<file path="src/rtl/stream_mux_2to1_pkg.sv">
// Shared definitions for the two-input packet stream multiplexer.
//   state_t        : arbiter lock state (idle, locked to in0, locked to in1)
//   DATA_W_DEFAULT : default payload width
package stream_mux_pkg;

  typedef enum logic [1:0] {
    ST_IDLE  = 2'b00,
    ST_BUSY0 = 2'b01,
    ST_BUSY1 = 2'b10
  } state_t;

  localparam int unsigned DATA_W_DEFAULT = 8;

endpackage

</file>
<file path="src/rtl/stream_mux_2to1_rr_arbiter_2.sv">
// Packet-granular round-robin arbiter for two sources.
//   clk, rst_n     : clock, asynchronous active-low reset
//   valid0/valid1  : source beat-present flags
//   load           : the granted beat is loaded into the output stage
//   done           : the loaded beat ends its packet (load && last)
//   g              : granted source index
// Once a packet's first beat is loaded the grant locks to that source until
// its last beat is loaded; the preference bit then flips to the other source.
import stream_mux_pkg::*;

module rr_arbiter_2 (
  input  logic clk,
  input  logic rst_n,
  input  logic valid0,
  input  logic valid1,
  input  logic load,
  input  logic done,
  output logic g
);

  state_t state_q, state_d;
  logic   prio_q, prio_d;

  always_comb begin
    g = prio_q;
    unique case (state_q)
      ST_BUSY0: g = 1'b0;
      ST_BUSY1: g = 1'b1;
      default: begin
        // Exactly one requester wins outright; otherwise the preferred one.
        if (valid0 ^ valid1) g = valid1;
        else                 g = prio_q;
      end
    endcase
  end

  always_comb begin
    state_d = state_q;
    prio_d  = prio_q;
    if (load) begin
      if (done) begin
        state_d = ST_IDLE;
        prio_d  = ~g;
      end else begin
        state_d = g ? ST_BUSY1 : ST_BUSY0;
      end
    end
  end

  always_ff @(posedge clk or negedge rst_n) begin
    if (!rst_n) begin
      state_q <= ST_IDLE;
      prio_q  <= 1'b0;
    end else begin
      state_q <= state_d;
      prio_q  <= prio_d;
    end
  end

endmodule

</file>
<file path="src/rtl/stream_mux_2to1.sv">
// Two-input, one-output packet stream multiplexer with a single registered
// output stage. Arbitration is round-robin at packet boundaries; packets are
// never interleaved.
//   clk, rst_n                  : clock, asynchronous active-low reset
//   in0_* / in1_*               : source streams (valid/ready/data/last)
//   out_valid/out_ready         : output handshake
//   out_data/out_last/out_sel   : registered payload, last marker, source index
import stream_mux_pkg::*;

module stream_mux_2to1 #(
  parameter int unsigned DATA_W = DATA_W_DEFAULT
) (
  input  logic              clk,
  input  logic              rst_n,
  input  logic              in0_valid,
  output logic              in0_ready,
  input  logic [DATA_W-1:0] in0_data,
  input  logic              in0_last,
  input  logic              in1_valid,
  output logic              in1_ready,
  input  logic [DATA_W-1:0] in1_data,
  input  logic              in1_last,
  output logic              out_valid,
  input  logic              out_ready,
  output logic [DATA_W-1:0] out_data,
  output logic              out_last,
  output logic              out_sel
);

  logic              g;
  logic              can_load;
  logic              load;
  logic              done;
  logic              sel_valid;
  logic              sel_last;
  logic [DATA_W-1:0] sel_data;

  logic              out_valid_q, out_valid_d;
  logic [DATA_W-1:0] out_data_q,  out_data_d;
  logic              out_last_q,  out_last_d;
  logic              out_sel_q,   out_sel_d;

  rr_arbiter_2 u_arb (
    .clk    (clk),
    .rst_n  (rst_n),
    .valid0 (in0_valid),
    .valid1 (in1_valid),
    .load   (load),
    .done   (done),
    .g      (g)
  );

  always_comb begin
    // The stage may refill in the same cycle it drains.
    can_load  = !out_valid_q || out_ready;
    sel_valid = g ? in1_valid : in0_valid;
    sel_last  = g ? in1_last  : in0_last;
    sel_data  = g ? in1_data  : in0_data;
    load      = can_load && sel_valid;
    done      = load && sel_last;
    // rst_n gating keeps both sources stalled while reset is held.
    in0_ready = rst_n && can_load && !g;
    in1_ready = rst_n && can_load &&  g;
  end

  always_comb begin
    out_valid_d = out_valid_q;
    out_data_d  = out_data_q;
    out_last_d  = out_last_q;
    out_sel_d   = out_sel_q;
    if (load) begin
      out_valid_d = 1'b1;
      out_data_d  = sel_data;
      out_last_d  = sel_last;
      out_sel_d   = g;
    end else if (out_ready) begin
      out_valid_d = 1'b0;
    end
  end

  always_ff @(posedge clk or negedge rst_n) begin
    if (!rst_n) begin
      out_valid_q <= 1'b0;
      out_data_q  <= '0;
      out_last_q  <= 1'b0;
      out_sel_q   <= 1'b0;
    end else begin
      out_valid_q <= out_valid_d;
      out_data_q  <= out_data_d;
      out_last_q  <= out_last_d;
      out_sel_q   <= out_sel_d;
    end
  end

  assign out_valid = out_valid_q;
  assign out_data  = out_data_q;
  assign out_last  = out_last_q;
  assign out_sel   = out_sel_q;

endmodule

</file>
<file path="config.mk">
export PLATFORM = sky130hd
export DESIGN_NAME = stream_mux_2to1
export DESIGN_NICKNAME = d
export VERILOG_FILES = /design/src/rtl/stream_mux_2to1_pkg.sv /design/src/rtl/stream_mux_2to1_rr_arbiter_2.sv /design/src/rtl/stream_mux_2to1.sv
export SDC_FILE = /design/constraint.sdc
export NUM_CORES = 1
export LEC_CHECK = 0
export ABC_CLOCK_PERIOD_IN_PS = 1990
export CAP_MARGIN = 30
export CORE_UTILIZATION = 39
export CTS_BUF_LIST = sky130_fd_sc_hd__clkbuf_4 sky130_fd_sc_hd__clkbuf_8 sky130_fd_sc_hd__clkbuf_16
export CTS_CLUSTER_SIZE = 12
export DETAILED_ROUTE_END_ITERATION = 10
export GPL_TIMING_DRIVEN = 0
export PLACE_DENSITY = 0.87
export SYNTH_ARGS = -nofsm -noshare
export SYNTH_HDL_FRONTEND = slang
export SYNTH_SLANG_ARGS = --single-unit
</file>
<file path="constraint.sdc">
create_clock -name clk -period 1.99 [get_ports clk]
set_input_delay 0.398 -clock clk [delete_from_list [all_inputs] [get_ports clk]]
set_output_delay 0.398 -clock clk [all_outputs]
set_load 0.02 [all_outputs]
</file>
==> flow_summary.yaml, run 1 <==
outcome:
  outcome: "complete, but fails checks"
  violations: "negative setup slack"
yosys:
  ys.warnings.count: 0
  syn_area_per_cell_um2: 10.56
  yosysSeqAreaShare_pct: 47.38
  ys_top_cells_by_area: "dfrtp_1 (47%), mux2i_1 (12%), a21oi_1 (8.1%)"
  yosysTopAreaCellShare_pct: 47.38
  netlist_area_um2: 739.5
  syn-num-nets: 94
  ys_ff_latch: 14
  synth_cell_types: 20
  yosys.area.top_type: "dfrtp_1"
  syn_inst: 70
clock_network:
  clkTransAtPathRegs_ps: 80
  cts_hold_buf: 0
  cts-root-buf: "clkbuf_4"
  clockBufferDepth: 2
  cts_tree: "done"
  numCtsBuffers: 3
  clock_sinks: 14
  clkLatencyLatePin_ps: 280
  h-tree-depth: 1
sta:
  fin_skew_ps: 4.291
  grt_setup_unrepaired: "yes"
  tightestPinTransition_ps: 366.0
  hold_slack_ps: 17.61
  setup_ws_ps: -24.10
  max_freq_mhz: 496.5
  slew_violations: 0
  hold_violations: 0
  fin_crit_ps: 2014
  finalSetupViolCount: 1
  slew-limit-headroom_pct: 75.60
  min_period_over_period_pct: 101.2
route:
  drtAntennaViolNets: 0
  avgViaCountPerCell: 5.007
  drt_iter0_drc: 12
  wl_per_cell_um: 12.49
  drc: 0
  vias: 691
  wirelength_met1_um: 745
  drt_first_pass_iters: 4
  dr_wl_met2_um: 862
  routed_wirelength_um: 1724
  routed-wl-met3_um: 98
  topRoutingLayerUsed: "met4"
floorplanning:
  initial_utilization_pct: 42.37
  placementRows: 15
  pin_count: 36
  dieArea_mm2: 0.002074
  coreArea_mm2: 0.001745
  die_h_um: 45.55
  die_width_um: 45.55
cells_and_area:
  regArea_um2: 350.3
  num-fill-cells: 141
  syn_to_final_growth_pct: 63.45
  utilization_pct: 69.25
  multi_input_comb_area_um2: 379.1
  drive_gt1_share_pct: 20.35
  nNetsFinal: 139
  diodes: 0
worst_setup_path:
  rrSetupSlack_ps: 280
  reg2regPathDepth: 8
  max_stage_delay_ps: 420
  path_max_fanout: 4
  worstSetupStartpointType: "register"
  path_cells: "ha_4, o21ai_4, o22ai_4, buf_8, nor2b_4, buf_6"
  cp_data_required_time_ps: 1590
  crit_slowest_cell: "dfrtp_1"
  cp-end-kind: "primary output"
  cp_data_arrival_time_ps: 1620
  rr_endpoint: "out_data[1]"
  cp_top_family: "flip-flops"
  worst_r2r_startpoint: "u_arb.state_q[1]"
  crit_start: "u_arb.state_q[1]"
  path_class: "reg -> out"
  critPathBufInv: 2
placement:
  dp_hpwl_um: 1226
  globalplace.congestion: 0.7962
  port_buffers: 35
  dp_worst_setup_slack_ps: -727.3
pwr:
  power_density_mw_per_mm2: 1679
  ir_drop_uv: 1018
  power_leakage_nw: 0.5192
flow_run:
  cap_violations: 0
grt:
  grt_max_degree: 16
  grtUsageTotal_pct: 18.97
  grt_pass1_wl_um: 2780
  antenna_found_initial: 0
  grt_pass1_vias: 657
  grt-ovfl-total: 0
hold_path:
  worstHoldPathType: "in -> async"
## state kept, by name (all words and copies together) (netlist names)
signal	flops
out_data	8
out_last	1
out_sel	1
out_valid	1
u_arb.prio_q	1
u_arb.state_q	2
## cell usage in the layout, fill, tap and decap left out
cell,n
o22ai_4,1
o21ai_4,1
buf_4,5
o22ai_1,1
buf_6,3
a21boi_4,1
mux2_2,1
nor2_1,12
o221a_2,1
dfrtp_1,14
clkbuf_2,1
dlygate4sd2_1,2
o22ai_2,1
ha_4,1
a21oi_1,12
mux2_4,1
clkbuf_4,3
buf_2,1
nor2b_4,1
buf_8,1
clkdlybuf4s50_1,30
nand2_1,5
o2bb2ai_1,1
inv_1,3
mux2i_1,9
nand2b_1,1
## layout make-up
class,instances,share of cell area [%]
buffer,3,3.106
clock buffer,3,1.863
inverter,3,0.9317
multi-input combinational,50,31.37
sequential,14,28.99
tap,25,2.588
timing repair buffer,40,31.16
## through the flow
step | total power [mW] | instances | cell area [um2] | setup TNS [ps]
after floorplan | 1.262 | 70 | 739.5 | 0
after global placement | 1.632 | 130 | 1121 | -1305
after detailed placement | 1.661 | 130 | 1121 | -1364
after CTS | 1.947 | 136 | 1179 | -69.36
after global routing | 2.153 | 138 | 1209 | -89.24
final | 2.030 | 138 | 1209 | -24.10
## where the power goes
group | internal, mW | switching (mW) | leakage (nW) | total, mW
Clock | 0.0702 | 0.0884 | 0.0138 | 0.159
Sequential | 0.419 | 0.0959 | 0.158 | 0.515
Combinational | 0.729 | 0.627 | 0.347 | 1.36
## how the worst max path moves through the flow
stage          depth (start not counted)   endpoint  slack [ps]
3_3_place_gp                           6  in1_ready        -710
4_1_cts                                6  in1_ready         -70
2_1_floorplan                          5  in1_ready          30
6_report                               6  in1_ready         -20
5_1_grt                                6  in1_ready         -80
3_5_place_dp                           6  in1_ready        -730
## what timing repair did
item / in CTS / in global routing
endpoints found under the setup margin: 2 / 2
pin swaps: 1 / 2
setup buffers: 3 / 2
gates resized for setup: 15 / 6
## cell families after synthesis
kind of cell	synth area share [%]
compound gates	18.27
simple gates	10.32
fa+ha+maj	1.692
mux	15.74
flops	47.38
buf+inv	6.598
## synthesized netlist by cell type (all sizes together)
library cell and n:
a21boi 1, a21oi 12, buf 3, dfrtp 14
ha 1, inv 3, mux2 2, mux2i 9
nand2 5, nand2b 1, nor2 12, nor2b 1
o21ai 1, o221a 1, o22ai 3, o2bb2ai 1
## routing by layer
| layer | vias up | GRT usage, % |
|---|---|---|
| met3 | 2 | 3.175 |
| li1 | 332 | - |
| met2 | 22 | 32.57 |
| met5 | - | 0 |
| met1 | 335 | 22.75 |
| met4 | 0 | 9.091 |
Note: power is estimated with default switching activity, not from simulation.
==> run 2, diff against run 1 <==
ABC_AREA = 1   (was default)
CORE_UTILIZATION = 40   (was 39)
==> run 2 against run 1 <==
  * Critical path type unchanged
  * Sequential share of layout area shrank 1.7 points
  * The flow now finishes without violations
  * Largest power group unchanged
  * Core utilization grew 2.0 points
  * Highest routed layer unchanged
  * Largest cell class unchanged
  * Cell area increased by 6.2%
  * Flip-flop and latch count unchanged
==> flow_summary.yaml, run 2 <==
grt:
  grt_max_degree: 16
  top_usage_layer: "met2"
  antenna_found_initial: 0
  use_met1_pct: 29.13
  grt-ovfl-total: 0
  use_met2_pct: 41.39
  grt_pass1_vias: 837
  grt_pass1_wl_um: 3636
  grtUsageTotal_pct: 24.11
  use_met3_pct: 7.059
outcome:
  outcome: "completed"
clock_network:
  clock_sinks: 14
  clockBufferDepth: 2
  cts_hold_buf: 0
  numCtsBuffers: 3
  clkLatencyLatePin_ps: 270
  clkTransAtPathRegs_ps: 80
  cts-root-buf: "clkbuf_4"
  h-tree-depth: 1
  cts_tree: "done"
route:
  routed_wirelength_um: 2294
  drtAntennaViolNets: 0
  wl_per_cell_um: 12.89
  drt_iter0_drc: 14
  drt_first_pass_iters: 5
  avgViaCountPerCell: 4.798
  drc: 0
  vias: 854
cells_and_area:
  drive_gt1_share_pct: 19.61
  regArea_um2: 350.3
  diodes: 0
  final_cell_mix: "nand2_1 (53), clkdlybuf4s50_1 (30), dfrtp_1 (14)"
  nNetsFinal: 178
  largest_reg_flops: 8
  num-fill-cells: 162
  utilization_pct: 71.25
  multi_input_comb_area_um2: 397.9
  syn_to_final_growth_pct: 61.57
  final_area_mm2: 0.001284
  final_common_cell: "nand2_1"
floorplanning:
  die_h_um: 46.57
  initial_utilization_pct: 44.10
  pin_count: 36
  die_width_um: 46.57
  dieArea_mm2: 0.002168
  coreArea_mm2: 0.001802
  placementRows: 15
worst_setup_path:
  path_cells: "ha_1, inv_2, a21oi_2, nand2_2, nand2_4, buf_6, nor2_2, buf_6"
  reg2regPathDepth: 10
  critPathBufInv: 3
  rr_endpoint: "out_data[1]"
  worst_r2r_startpoint: "u_arb.state_q[1]"
  crit_path_frequent_cell: "buf_6"
  crit_slowest_cell: "dfrtp_1"
  path_class: "reg -> out"
  cp_data_arrival_time_ps: 1560
  rrSetupSlack_ps: 290
  max_stage_delay_ps: 390
  cp_data_required_time_ps: 1590
  cp_top_family: "flip-flops"
  crit_cells: 8
  path_max_fanout: 4
  cp-end-kind: "primary output"
  worstSetupStartpointType: "register"
yosys:
  synth_edf_count: 0
  post-synth-top-count-cell: "nand2_1"
  syn_inst: 108
  yosysTopAreaCellShare_pct: 44.09
  yosysSeqAreaShare_pct: 44.09
  async_reset_ff_share_pct: 100.0
  syn-num-nets: 132
  ys_ff_latch: 14
  netlist_area_um2: 794.5
  synth_flop_cell: "dfrtp_1"
  synth_cell_types: 18
  syn_area_per_cell_um2: 7.357
  ys_top_cells_by_area: "dfrtp_1 (44%), nand2_1 (26%), nand3_1 (6.9%)"
  ys.warnings.count: 0
  synthTopCellsByCount: "nand2_1 (55), dfrtp_1 (14), nand3_1 (11)"
  yosys.area.top_type: "dfrtp_1"
placement:
  globalplace.congestion: 0.8259
  port_buffers: 35
  placed_cell_area_mm2: 0.001176
  dp_hpwl_um: 1431
flow_run:
  cap_violations: 0
sta:
  tightestPinTransition_ps: 387.8
  slew-limit-headroom_pct: 74.15
  hold_violations: 0
  min_period_over_period_pct: 98.28
  fin_skew_ps: 1.217
  tns_ps: 0
  max_freq_mhz: 511.3
  slew_violations: 0
  fin_crit_ps: 1956
  finalSetupViolCount: 0
  grt_setup_unrepaired: "yes"
hold_path:
  worstHoldPathType: "in -> async"
pwr:
  power_leakage_nw: 0.6679
  power_density_mw_per_mm2: 1524
  ir_drop_uv: 1027
  p_total_mw: 1.956
## run 2: changes by cell type in the layout (fill, tap and decap cells not counted), sizes merged, moves of 3 or more
cell,delta
o22ai,-3
nand3,+12
inv,+6
nand2,+54
a21oi,-11
mux2i,-9
nor2,-10
## run 2: worst reg2reg max path, cell delays in order, from the launching register on
cell and delay [ps]:
dfrtp_1 390, ha_1 290, inv_2 50, a21oi_2 110, nand2_2 80, buf_4 150, nand3_1 110, nand3_4 140
buf_8 170, nand2_1 50, nand2_1 60
## run 2: cell type report
cell class,instances,area share (%)
Timing Repair Buffer,43,31.58
Multi-Input combinational cell,81,30.99
Sequential cell,14,27.29
Clock buffer,4,2.827
Inverter,9,2.827
Tap cell,25,2.437
Buffer,2,2.047
## run 2: worst max path at each step
| stage | start | endpoint | slack [ps] |
|---|---|---|---|
| 2_1_floorplan | u_arb.state_q[1] | in1_ready | 150 |
| 6_report | u_arb.state_q[1] | in0_ready | 30 |
| 3_5_place_dp | out_ready | in0_ready | -720 |
| 3_3_place_gp | out_ready | in0_ready | -680 |
| 5_1_grt | u_arb.state_q[1] | in0_ready | -60 |
| 4_1_cts | u_arb.state_q[1] | in1_ready | -60 |
## run 2: power breakdown
part / switching, mW / total [mW] / internal [mW]
clock: 0.0902 / 0.201 / 0.111
sequential: 0.0741 / 0.492 / 0.417
combinational: 0.694 / 1.26 / 0.569
total: 0.859 / 1.96 / 1.10
## run 2: per-layer routing
layer | share of wire, % | vias up | wire length (um)
li1 | - | 424 | -
met1 | 43 | 393 | 976
met2 | 51 | 33 | 1163
met3 | 5.9 | 4 | 135
met4 | 0.83 | 0 | 19
met5 | 0 | - | 0
## run 2: what timing repair did
action	in CTS	in global routing
pin swaps	3	4
endpoints found under the setup margin	2	2
hold endpoints to repair	0	0
resized for setup	23	5
buffers inserted	6	2
## run 2: metrics by stage
step                setup slack (ps)  instances  hold slack [ps]
detailed placement            -716.0        168            465.2
CTS                           -55.04        177            268.3
global route                  -55.13        178            43.84
floorplan                      153.1        108            102.4
global placement              -683.7        168            462.2
finish                         34.21        178            26.81
## run 2: kinds of logic (layout without fill, tap and decap cells)
group | after synthesis | after routing | synth area share (%)
simple gates | 75 | 75 | 40.95
flops | 14 | 14 | 44.09
buf+inv | 13 | 58 | 9.447
compound gates | 5 | 5 | 3.936
fa+ha+maj | 1 | 1 | 1.575
